## src/rtl/pc_stack.sv

```systemverilog
// -----------------------------------------------------------------------------
// pc_stack
//
// Program counter for the fetch path, with a hardware call/return stack.
// out drives the instruction-memory address. The control decoder supplies the
// load/inc/call/ret strobes and the jump/call target on `in`.
//
// One request is honoured on each rising edge. When several strobes are
// asserted together, the first match in this list wins:
//   reset > stall > ret > call > load > inc > hold
//
//   ret  : pop the top of the stack into out. If the stack is empty, out holds
//          and the sticky underflow flag is set.
//   call : push out+1 and jump to in. If the stack is full, the push is
//          dropped, the jump is still taken and the sticky overflow flag is
//          set.
//   load : out <= in.
//   inc  : out <= out + 1, wrapping modulo 2**WIDTH.
//
// Parameters
//   WIDTH     : width of the PC, the in bus and the stack entries
//   DEPTH     : number of return-stack entries (>= 1)
//   RESET_VEC : value that out takes on reset
//   CW        : width of depth_cnt (derived from DEPTH)
//
// Ports
//   clk       in   clock; all state changes on the rising edge
//   reset     in   synchronous active-high reset
//   in        in   jump/call target
//   load      in   jump request
//   inc       in   advance request
//   call      in   call request
//   ret       in   return request
//   stall     in   freeze the PC, the stack and the flags for this cycle
//   out       out  current PC (registered)
//   depth_cnt out  number of valid stack entries
//   full      out  depth_cnt == DEPTH
//   empty     out  depth_cnt == 0
//   overflow  out  sticky: a call arrived while the stack was full
//   underflow out  sticky: a ret arrived while the stack was empty
// -----------------------------------------------------------------------------
module pc_stack #(
  parameter int                WIDTH     = 16,
  parameter int                DEPTH     = 8,
  parameter logic [WIDTH-1:0]  RESET_VEC = '0,
  localparam int               CW        = $clog2(DEPTH + 1)
) (
  input  logic             clk,
  input  logic             reset,
  input  logic [WIDTH-1:0] in,
  input  logic             load,
  input  logic             inc,
  input  logic             call,
  input  logic             ret,
  input  logic             stall,
  output logic [WIDTH-1:0] out,
  output logic [CW-1:0]    depth_cnt,
  output logic             full,
  output logic             empty,
  output logic             overflow,
  output logic             underflow
);

  // Width of a stack slot index. A one-entry stack still needs a 1-bit index.
  localparam int AW = (DEPTH > 1) ? $clog2(DEPTH) : 1;

  localparam logic [CW-1:0]    CNT_FULL = CW'(DEPTH);
  localparam logic [CW-1:0]    CNT_ONE  = CW'(1);
  localparam logic [WIDTH-1:0] PC_ONE   = WIDTH'(1);

  // ---------------------------------------------------------------------------
  // State
  // ---------------------------------------------------------------------------
  logic [WIDTH-1:0] out_q,       out_d;
  logic [CW-1:0]    depth_cnt_q, depth_cnt_d;
  logic             overflow_q,  overflow_d;
  logic             underflow_q, underflow_d;

  logic [WIDTH-1:0] stack_q [DEPTH];

  // ---------------------------------------------------------------------------
  // Datapath helpers
  // ---------------------------------------------------------------------------
  logic [WIDTH-1:0] pc_plus1;   // return address and inc target, mod 2**WIDTH
  logic [CW-1:0]    pop_cnt;    // depth after a pop
  logic [AW-1:0]    pop_idx;    // slot holding the top of the stack
  logic [AW-1:0]    push_idx;   // first free slot
  logic             is_full;
  logic             is_empty;

  logic             push_en;
  logic [WIDTH-1:0] push_data;

  assign pc_plus1 = out_q + PC_ONE;
  assign is_full  = (depth_cnt_q == CNT_FULL);
  assign is_empty = (depth_cnt_q == '0);

  // The count is always below DEPTH when a push is allowed, and above zero
  // when a pop is allowed. Dropping the upper count bit therefore loses no
  // information for either index.
  assign pop_cnt  = depth_cnt_q - CNT_ONE;
  assign pop_idx  = pop_cnt[AW-1:0];
  assign push_idx = depth_cnt_q[AW-1:0];

  // ---------------------------------------------------------------------------
  // Next-state logic: one priority chain decides the whole edge.
  // ---------------------------------------------------------------------------
  always_comb begin
    // NOTE: every output of this block gets a default first. A path that
    // leaves one unassigned would infer a latch.
    out_d       = out_q;
    depth_cnt_d = depth_cnt_q;
    overflow_d  = overflow_q;
    underflow_d = underflow_q;
    push_en     = 1'b0;
    push_data   = pc_plus1;

    if (stall) begin
      // Everything holds. The other strobes are ignored.
    end else if (ret) begin
      if (is_empty) begin
        underflow_d = 1'b1;
      end else begin
        out_d       = stack_q[pop_idx];
        depth_cnt_d = pop_cnt;
      end
    end else if (call) begin
      // The jump is taken even when the return address cannot be saved.
      out_d = in;
      if (is_full) begin
        overflow_d = 1'b1;
      end else begin
        push_en     = 1'b1;
        depth_cnt_d = depth_cnt_q + CNT_ONE;
      end
    end else if (load) begin
      out_d = in;
    end else if (inc) begin
      out_d = pc_plus1;
    end
  end

  // ---------------------------------------------------------------------------
  // Control registers
  // ---------------------------------------------------------------------------
  // NOTE: sequential state uses non-blocking assignments only. Every register
  // then samples the pre-edge value of every other register.
  always_ff @(posedge clk) begin
    if (reset) begin
      out_q       <= RESET_VEC;
      depth_cnt_q <= '0;
      overflow_q  <= 1'b0;
      underflow_q <= 1'b0;
    end else begin
      out_q       <= out_d;
      depth_cnt_q <= depth_cnt_d;
      overflow_q  <= overflow_d;
      underflow_q <= underflow_d;
    end
  end

  // ---------------------------------------------------------------------------
  // Stack storage
  // ---------------------------------------------------------------------------
  // NOTE: the stack array has no reset. Clearing depth_cnt empties the stack,
  // and an entry is never read before it has been written. A reset here
  // would only stop the array from mapping onto plain RAM.
  always_ff @(posedge clk) begin
    if (push_en && !reset) begin
      stack_q[push_idx] <= push_data;
    end
  end

  // ---------------------------------------------------------------------------
  // Outputs
  // ---------------------------------------------------------------------------
  assign out       = out_q;
  assign depth_cnt = depth_cnt_q;
  assign full      = is_full;
  assign empty     = is_empty;
  assign overflow  = overflow_q;
  assign underflow = underflow_q;

endmodule

```

## config.mk

```make
export PLATFORM = sky130hd
export DESIGN_NAME = pc_stack
export DESIGN_NICKNAME = d
export VERILOG_FILES = /design/src/rtl/pc_stack.sv
export SDC_FILE = /design/constraint.sdc
export NUM_CORES = 1
export LEC_CHECK = 0
export ABC_AREA = 1
export CORE_ASPECT_RATIO = 1.1
export CORE_MARGIN = 5
export CORE_UTILIZATION = 53
export DETAILED_ROUTE_END_ITERATION = 10
export PLACE_DENSITY_LB_ADDON = 0.08
export SYNTH_ARGS = -nofsm -noshare
export SYNTH_HDL_FRONTEND = slang
export SYNTH_SLANG_ARGS = --single-unit
```

## constraint.sdc

```tcl
create_clock -name clk -period 3.3 [get_ports clk]
set_clock_uncertainty 0.05 [all_clocks]
set_input_delay 0.99 -clock clk [delete_from_list [all_inputs] [get_ports clk]]
set_output_delay 0.99 -clock clk [all_outputs]
set_load 0.01 [all_outputs]
```

# [Word level (Yosys, flattened, before mapping)]
# Memory sizes are Yosys's and may differ from the RTL's.
# Index checks and enable logic that the tools add are counted.
[totals] ram_bits=128 output_inout_bits=24 in_bits=23 mem_count=1 ff_bits=22 word_cells=37
[op_classes] n_addsub=3 n_mux=15 bitwise_logic=2 n_reduce_logical=9 eq_ne=3
[memory_table] name="stack_q" words=8 width=16 read_ports=1 rd_clocked_by_memory_dff=0 wr=1 line="79" source="logic [WIDTH-1:0] stack_q [DEPTH];"
[ops] operator="$mux W16" count=5
[ops] operator="$add A16 B1 Y16 const B" count=1
[ops] operator="$mux W4" count=4
[ops] operator="$reduce_and A4 Y1" count=2
[ops] operator="$mux W1" count=6
[ops] operator="$reduce_and A3 Y1" count=2
[ops] operator="$add A4 B1 Y4 const B" count=1
[ops] operator="$eq A4 B4 Y1 const B" count=1
[ops] operator="$logic_not A4 Y1" count=1
[ops] operator="$ne A2 B2 Y1 const B" count=2
[ops] operator="$reduce_bool A4 Y1" count=1
[ops] operator="$sub A4 B1 Y4 const B" count=1
[ops] operator="$not A1 Y1" count=2
[ops] operator="$reduce_bool A2 Y1" count=1
[ops] operator="$logic_and A1 B1 Y1" count=1
[ops] operator="$logic_not A1 Y1" count=1

# [Longest topological paths before layout]
# Gate-level depths: netlist of run 1.
[depth] word_depth=8 mapped_depth=14 ltp_nobuf=11

# [Worst setup path after synthesis of run 1]
# OpenSTA, ideal clock, no wires.
[synth_timing] path_type="register -> register" startpoint="register depth_cnt_q[0] (netlist: depth_cnt[0])" endpoint="memory stack_q[4][0] (enable)" arrival_ns=2.831 setup_time_ns=0.409 period_less_slack_ns=3.290 slack_ns=0.010 n_path_buf=3 stages_incl_launch_ff=11 t_required_ns=2.841 path_cell_list="dfxtp_1 buf_4 inv_2 buf_4 buf_2 ha_1 nand3_1 nand2_1 nor4_1 nand2_1 nor3_1"
[synth_between] elab_chain_cells=8
[synth_rtl] item="from (decl)" line="75" source="logic [CW-1:0] depth_cnt_q, depth_cnt_d;"
[synth_rtl] item="from (signal assigned)" line="156" source="depth_cnt_q <= depth_cnt_d;"
[synth_rtl] item="$eq A4 B4 Y1" line="95" source="assign is_full = (depth_cnt_q == CNT_FULL);"
[synth_rtl] item="$mux W1" line="130" source="if (is_full) begin"
[synth_rtl] item="$mux W1" line="127" source="end else if (call) begin"
[synth_rtl] item="$mux W1" line="120" source="end else if (ret) begin"
[synth_rtl] item="$mux W1" line="118" source="if (stall) begin"
[synth_rtl] item="$logic_and A1 B1 Y1" line="169" source="if (push_en && !reset) begin"
[synth_rtl] item="$mux W1" line="169"
[synth_rtl] item="$mux W1 (not written as such)" line="170" source="stack_q[push_idx] <= push_data;"
[synth_rtl] item="to (decl)" line="79"
# Parallel ways exist; a longest one is shown, timed or not.

# [Worst setup path after layout of run 1]
[layout_timing] startpoint="register depth_cnt_q[1] (netlist: depth_cnt[1])" endpoint="output full"
[layout_between] elab_chain_cells=1
[layout_rtl] item="$eq A4 B4 Y1" line="95"
[layout_rtl] item="to (decl)" line="58" source="output logic full,"
# Every way passes these cells.

==> results.sh, run 1 <==
export IMPL_post_synth_instance_area_um2=6770
export IMPL_cp_arrival_ns=2.01
export IMPL_grt_overflow_total=0
export IMPL_ant_nets=0
export IMPL_worstSetupPathType="register to output port"
export IMPL_path_cells="inv_1, ha_1, nand3_1, inv_1, clkdlybuf4s50_1"
export IMPL_cts_resized=0
export IMPL_cts_sink_count=150
export IMPL_kind_of_cell_with_the_highest_combined_delay_on_the_critical_path="buffers and inverters"
export IMPL_vias=5183
export IMPL_layout_drive_gt1_share_pct=9.33
export IMPL_grt_setup_unrepaired="false"
export IMPL_number_of_library_cell_types_mapped_by_synthesis=32
export IMPL_cpMaxStageDelayCell="sky130_fd_sc_hd__dfxtp_1"
export IMPL_slew_headroom_pct=36.2
export IMPL_synthFlopType="sky130_fd_sc_hd__edfxtp_1"
export IMPL_clkTransAtPathRegs_ns=0.06
export IMPL_number_of_placement_rows=43
export IMPL_critPathMostFrequentCell="sky130_fd_sc_hd__inv_1"
export IMPL_netlist_area_leader_share_pct=56.8
export IMPL_met2_wirelength_mm=8.48
export IMPL_design_portCount=47
export IMPL_clk_root_buffer_cell="sky130_fd_sc_hd__clkbuf_16"
export IMPL_sequential_element_share_of_the_synthesized_area_pct=63.3
export IMPL_grt_pass1_wl_mm=27.7
export IMPL_finalSetupViolations=0
export IMPL_core_region_area_um2=12600
export IMPL_crit_path_start_kind="register"
export IMPL_status="finished clean"
export IMPL_crit_fanout=9
export IMPL_gp_congestion=0.940
export IMPL_post_dp_hpwl_mm=12.4
export IMPL_powerDensity_nw_per_um2=620
export IMPL_postSynth_asyncResetShare_pct=0
export IMPL_postSynthNetCount=731
export IMPL_grt_use_total_pct=24.2
export IMPL_fmaxAchievable_mhz=328
export IMPL_grt_antenna_before_repair=0
export IMPL_area_growth_synth_to_final_pct=18.8
export IMPL_drt_pass1_iter_count=6
export IMPL_drc_errors=0
export IMPL_port_buffer_count=46
export IMPL_min_period_ns=3.05
export IMPL_maxCapViolCount=0
export IMPL_tritoncts_num_buffers=17
export IMPL_die_area_um2=15100
export IMPL_fp_dieH_um=129
export IMPL_vias_per_cell=5.58
export IMPL_wl_per_cell_um=19.4
export IMPL_worstSkewPairLatency_ns=0.42
export IMPL_htree_num_levels=4
export IMPL_finalHoldViolations=0
export IMPL_postSynthCellCount=705
export IMPL_wl_met3_mm=1.23
export IMPL_start_util_pct=53.8
export IMPL_synth_edff_count=128
export IMPL_cts_tree="yes"
export IMPL_clock_tree_buffer_depth=2
export IMPL_synth_top_cells_by_area="sky130_fd_sc_hd__edfxtp_1 57%, sky130_fd_sc_hd__nand2_1 9.1%, sky130_fd_sc_hd__nor2_1 7.7%, sky130_fd_sc_hd__dfxtp_1 6.5%, sky130_fd_sc_hd__o21ai_0 5.1%"
export IMPL_cellLeakagePower_nw=3.06
export IMPL_critical_path_n_buffers_inverters=3
export IMPL_routedLengthMet1_mm=7.46
export IMPL_drt_total_wl_mm=18.1
export IMPL_post_cts_setup_buffers=0
export IMPL_antenna_diodes=0
export IMPL_worstHoldPathType="register to register"
export IMPL_final_setup_tns_ns=0
export IMPL_worst_slew_pin_transition_ns=0.954
export IMPL_grt_pass1_vias=4999
export IMPL_cp_data_required_time_ns=2.26
export IMPL_power_ir_vdd_worst_uv=407
export IMPL_postSynthAreaPerCell_um2=9.60
export IMPL_total_power_after_layout_mw=4.99
export IMPL_synth_top_cells_by_count="165 x sky130_fd_sc_hd__nand2_1, 138 x sky130_fd_sc_hd__nor2_1, 128 x sky130_fd_sc_hd__edfxtp_1, 69 x sky130_fd_sc_hd__o21ai_0, 36 x sky130_fd_sc_hd__nand3_1"
export IMPL_synth_largest_area_cell="sky130_fd_sc_hd__edfxtp_1"
export IMPL_period_share_pct=92.4
export IMPL_die_w_um=118
export IMPL_ys_seq_elements=150
export IMPL_final_max_slew_violation_count=0
export IMPL_crit_path_end_kind="output port"
export IMPL_critical_path_max_stage_delay_ns=0.54
export IMPL_yosys_warnings=0
export IMPL_detail_route_iter0_violations=546
export IMPL_grt_max_degree=71
export IMPL_top_layer="met4"
export IMPL_cts_hold_buffers_added=0
export IMPL_most_instantiated_library_cell_after_synthesis="sky130_fd_sc_hd__nand2_1"
export IMPL_fin_nets=785
power by group:
part	leakage, nW	switching [mW]	internal [mW]
Clock	0.290	0.763	1.19
Combinational	1.42	0.556	0.278
Sequential	1.35	0.0594	2.14
cells in the final DEF, fill, tap and decap left out, types with 6 or more instances in the layout:
master                            netlist  final
sky130_fd_sc_hd__nand2_1              165    165
sky130_fd_sc_hd__nor2_1               138    135
sky130_fd_sc_hd__edfxtp_1             128    128
sky130_fd_sc_hd__o21ai_0               69     69
sky130_fd_sc_hd__clkdlybuf4s50_1        0     46
sky130_fd_sc_hd__nand3_1               36     36
sky130_fd_sc_hd__inv_1                 34     34
sky130_fd_sc_hd__a21oi_1               33     33
sky130_fd_sc_hd__dfxtp_1               22     21
sky130_fd_sc_hd__buf_4                  4     19
sky130_fd_sc_hd__clkbuf_16              0     17
sky130_fd_sc_hd__nand4_1                6      6
sky130_fd_sc_hd__o21ai_1                6      6
through the flow:
| stage | setup slack, ns | hold WS, ns | instances | cell area, µm² | util (%) |
|---|---|---|---|---|---|
| after floorplan | 0.0101 | 0.418 | 705 | 6770 | - |
| after global placement | 0.262 | 0.395 | 897 | 7440 | 59.1 |
| after detailed placement | 0.267 | 0.395 | 897 | 7440 | 59.1 |
| after CTS | 0.257 | 0.406 | 929 | 8050 | 63.9 |
| after global routing | 0.143 | 0.421 | 929 | 8050 | 63.9 |
| final | 0.252 | 0.408 | 929 | 8050 | 63.9 |
per-layer routing:
metal,global-route usage [%],vias to the layer above
li1,-,2490
met1,32.0,2431
met2,37.4,212
met3,5.63,50
met4,13.3,0
met5,0,-
final cells by class:
class,instances,area (µm²)
clock buffer,17,425
clock inverter,15,175
fill,1021,4540
inverter,39,149
multi-input combinational,484,2170
sequential,150,4290
tap,157,196
timing repair buffer,67,643
worst paths after layout:
check	end	depth (start not counted)	from	slack (ns)
max	full	5	depth_cnt[1]	0.25
min	overflow	2	overflow	0.41
max reg2reg	out[4]	9	depth_cnt[1]	0.81
min reg2reg	overflow	2	overflow	0.41
worst reg2reg max path, stage by stage, from the launching register on:
cell and delay, ns:
sky130_fd_sc_hd__dfxtp_1 0.54, sky130_fd_sc_hd__inv_1 0.09, sky130_fd_sc_hd__ha_1 0.62, sky130_fd_sc_hd__clkinv_1 0.19, sky130_fd_sc_hd__buf_4 0.23, sky130_fd_sc_hd__nor2_1 0.10, sky130_fd_sc_hd__o21ai_0 0.11, sky130_fd_sc_hd__o211ai_1 0.19
sky130_fd_sc_hd__nand3_1 0.14, sky130_fd_sc_hd__a21oi_1 0.15
sequential cells by signal, indices dropped and copies added (netlist names):
register and count:
stack_q 128, out 16, depth_cnt 4, overflow 1
underflow 1
cells by family (layout without fill, tap and decap cells):
group,count (synthesis),after routing,synth area share (%)
AOI/OAI and AO/OA,115,115,8.70
xor gates and xnor gates,5,5,0.647
adders and majority gates,3,3,0.554
buffers and inverters,71,138,4.92
DFF,150,150,63.3
and+or+nand+nor,361,361,21.9
Note: power is estimated with default switching activity, not from simulation.
==> inputs of run 2 (changes only) <==
CAP_MARGIN = 20   (was not set)
==> results of run 2 <==
The final DEF is identical to that of run 1; final timing and power are the same.
==> inputs of run 3 (changes only) <==
ABC_AREA = not set   (was 1)
CAP_MARGIN = 40   (was 20)
CORE_UTILIZATION = 52   (was 53)
==> run 3 against run 2 <==
Compared with the run above:
- maximum frequency is 3.5% lower
- first-iteration DRC count shrank 31%
- final area is 4.6% lower
- clock power decreased by 2%
- utilization grew 0.15 points
- synthesized cell count is 42% lower
- critical endpoint unchanged
- highest routed layer unchanged
==> results.sh, run 3 <==
export IMPL_status="finished clean"
export IMPL_switching_share_pct=24.6
export IMPL_placedInstanceArea_um2=7090
export IMPL_detail_route_iter0_violations=379
export IMPL_placement_setup_worst_slack_ns=0.248
export IMPL_layout_cells_most_common="sky130_fd_sc_hd__edfxtp_1"
export IMPL_postSynth_asyncResetShare_pct=0
export IMPL_drt_pass1_iter_count=4
export IMPL_total_power_after_layout_mw=4.91
export IMPL_vias=3808
export IMPL_cellLeakagePower_nw=2.57
export IMPL_number_of_library_cell_types_mapped_by_synthesis=48
export IMPL_worstRegToRegCells=6
export IMPL_htree_num_levels=4
export IMPL_worstHoldPathType="register to register"
export IMPL_clkTransAtPathRegs_ns=0.06
export IMPL_grt_pass1_vias=3904
export IMPL_finish_utilization_pct=64.1
export IMPL_die_w_um=115
export IMPL_grt_max_degree=37
export IMPL_slew_headroom_pct=52.0
export IMPL_synth_top_cells_by_area="sky130_fd_sc_hd__edfxtp_1 61%, sky130_fd_sc_hd__mux4_2 11%, sky130_fd_sc_hd__dfxtp_1 7.0%, sky130_fd_sc_hd__nor2_1 3.1%, sky130_fd_sc_hd__a311oi_1 1.8%"
export IMPL_final_setup_tns_ns=0
export IMPL_p_comb_share_pct=15.6
export IMPL_power_ir_vdd_worst_uv=393
export IMPL_cts_resized=0
export IMPL_layout_cells_most_common_list="128 x sky130_fd_sc_hd__edfxtp_1, 52 x sky130_fd_sc_hd__nor2_1, 46 x sky130_fd_sc_hd__clkdlybuf4s50_1"
export IMPL_grt_pass1_wl_mm=22.9
export IMPL_min_path_cells=2
export IMPL_fp_dieH_um=126
export IMPL_antenna_diodes=0
export IMPL_design_portCount=47
export IMPL_drt_total_wl_mm=14.6
export IMPL_netlist_area_leader_share_pct=60.8
export IMPL_powerDensity_nw_per_um2=639
export IMPL_tritoncts_num_buffers=17
export IMPL_vias_per_cell=5.92
export IMPL_fin_nets=503
export IMPL_start_util_pct=52.8
export IMPL_most_instantiated_library_cell_after_synthesis="sky130_fd_sc_hd__edfxtp_1"
export IMPL_grt_setup_unrepaired="false"
export IMPL_synth_top_cells_by_count="128 x sky130_fd_sc_hd__edfxtp_1, 52 x sky130_fd_sc_hd__nor2_1, 32 x sky130_fd_sc_hd__mux4_2, 22 x sky130_fd_sc_hd__dfxtp_1, 16 x sky130_fd_sc_hd__nand2_1"
export IMPL_crit_path_start_kind="register"
export IMPL_ys_seq_elements=150
export IMPL_post_dp_hpwl_mm=9.75
export IMPL_cpMaxStageDelayCell="sky130_fd_sc_hd__dfxtp_1"
export IMPL_gp_congestion=0.814
export IMPL_post_synth_instance_area_um2=6320
export IMPL_worstSkewPairLatency_ns=0.42
export IMPL_final_layout_fill_cell_count=891
export IMPL_layout_drive_gt1_share_pct=20.0
export IMPL_finalHoldViolations=0
export IMPL_yosys_warnings=0
export IMPL_largest_register="stack_q"
export IMPL_postSynthCellCount=407
export IMPL_min_period_ns=3.16
export IMPL_clk_root_buffer_cell="sky130_fd_sc_hd__clkbuf_16"
export IMPL_share_clk_of_total_power_pct=38.9
export IMPL_clock_tree_buffer_depth=2
export IMPL_cts_sink_count=150
export IMPL_postSynthAreaPerCell_um2=15.5
export IMPL_critical_path_max_stage_delay_ns=0.54
export IMPL_cts_tree="yes"
export IMPL_largest_register_ff_count=128
export IMPL_drc_errors=0
export IMPL_cp_arrival_ns=2.12
export IMPL_critPathMostFrequentCell="sky130_fd_sc_hd__inv_1"
export IMPL_postSynthNetCount=433
export IMPL_holdWs_ns=0.458
export IMPL_power_internal_mw=3.70
export IMPL_maxCapViolCount=0
export IMPL_wl_per_cell_um=22.7
export IMPL_instances_no_fill=643
export IMPL_grt_use_total_pct=21.4
export IMPL_grt_antenna_before_repair=0
export IMPL_core_region_area_um2=12000
export IMPL_ant_nets=0
export IMPL_path_cells="inv_1, ha_1, nand3b_1, inv_1, clkdlybuf4s50_1"
export IMPL_netSwitchingPower_mw=1.21
export IMPL_crit_path_end_kind="output port"
export IMPL_setup_ws_ns=0.139
export IMPL_number_of_placement_rows=42
export IMPL_area_growth_synth_to_final_pct=21.4
export IMPL_period_share_pct=95.8
export IMPL_power_share_sequential_pct=45.5
export IMPL_cts_hold_buffers_added=0
export IMPL_synth_edff_count=128
export IMPL_synthFlopType="sky130_fd_sc_hd__edfxtp_1"
export IMPL_cp_data_required_time_ns=2.26
export IMPL_multiInputGateArea_um2=1910
export IMPL_synth_largest_area_cell="sky130_fd_sc_hd__edfxtp_1"
export IMPL_worstSetupPathType="register to output port"
export IMPL_regArea_um2=4290
export IMPL_die_area_um2=14500
export IMPL_grt_overflow_total=0
export IMPL_placedCellCount=612
export IMPL_crit_fanout=9
export IMPL_fmaxAchievable_mhz=316
export IMPL_finalSetupViolations=0
export IMPL_fin_area_um2=7670
export IMPL_worst_slew_pin_transition_ns=0.715
export IMPL_final_max_slew_violation_count=0
export IMPL_post_cts_setup_buffers=0
export IMPL_port_buffer_count=46
export IMPL_sequential_element_share_of_the_synthesized_area_pct=67.8
run 3: path summary, 6_finish.rpt:
path	start	end	slack, ns
max	depth_cnt[1]	full	0.14
min reg2reg	underflow	underflow	0.46
max reg2reg	out[0]	out[14]	0.71
min	underflow	underflow	0.46
run 3: power by group through the flow:
| stage | Clock [mW] | Sequential [mW] | Combinational, mW |
|---|---|---|---|
| 2_1_floorplan | 0 | 2.26 | 0.486 |
| 3_3_place_gp | 0 | 2.27 | 0.760 |
| 3_5_place_dp | 0 | 2.27 | 0.771 |
| 4_1_cts | 1.94 | 2.23 | 0.774 |
| 5_1_grt | 2.03 | 2.24 | 0.834 |
| 6_report | 1.91 | 2.23 | 0.766 |
run 3: worst max-delay path: cells and delay by family, from the launching register on:
family	cells	cell delay, ns
AND/OR/NAND/NOR	1	0.20
adder cells (fa/ha/maj)	1	0.27
flip-flops	1	0.54
buffers and inverters	3	0.68
run 3: cell type report:
type,count,area share [%]
Clock buffer,20,5.69
Clock inverter,11,1.97
Inverter,10,0.489
Multi-Input combinational cell,225,24.9
Sequential cell,150,55.8
Tap cell,154,2.51
Timing Repair Buffer,73,8.64
run 3: cell families after synthesis:
logic type	count (synthesis)	synth area share (%)
DFF	150	67.8
and+or+nand+nor	109	8.47
AOI/OAI and AO/OA	63	6.95
muxes	34	11.7
buffers and inverters	32	2.28
xor gates and xnor gates	16	2.22
adders and majority gates	3	0.594
run 3: metal layers:
metal  wire length, µm  GRT usage [%]  vias to the layer above
met3               959           5.52                        7
met4               151           6.84                        0
met2              7210           32.3                      112
li1                  -              -                     1735
met1              6280           30.6                     1954
met5                 0              0                        -
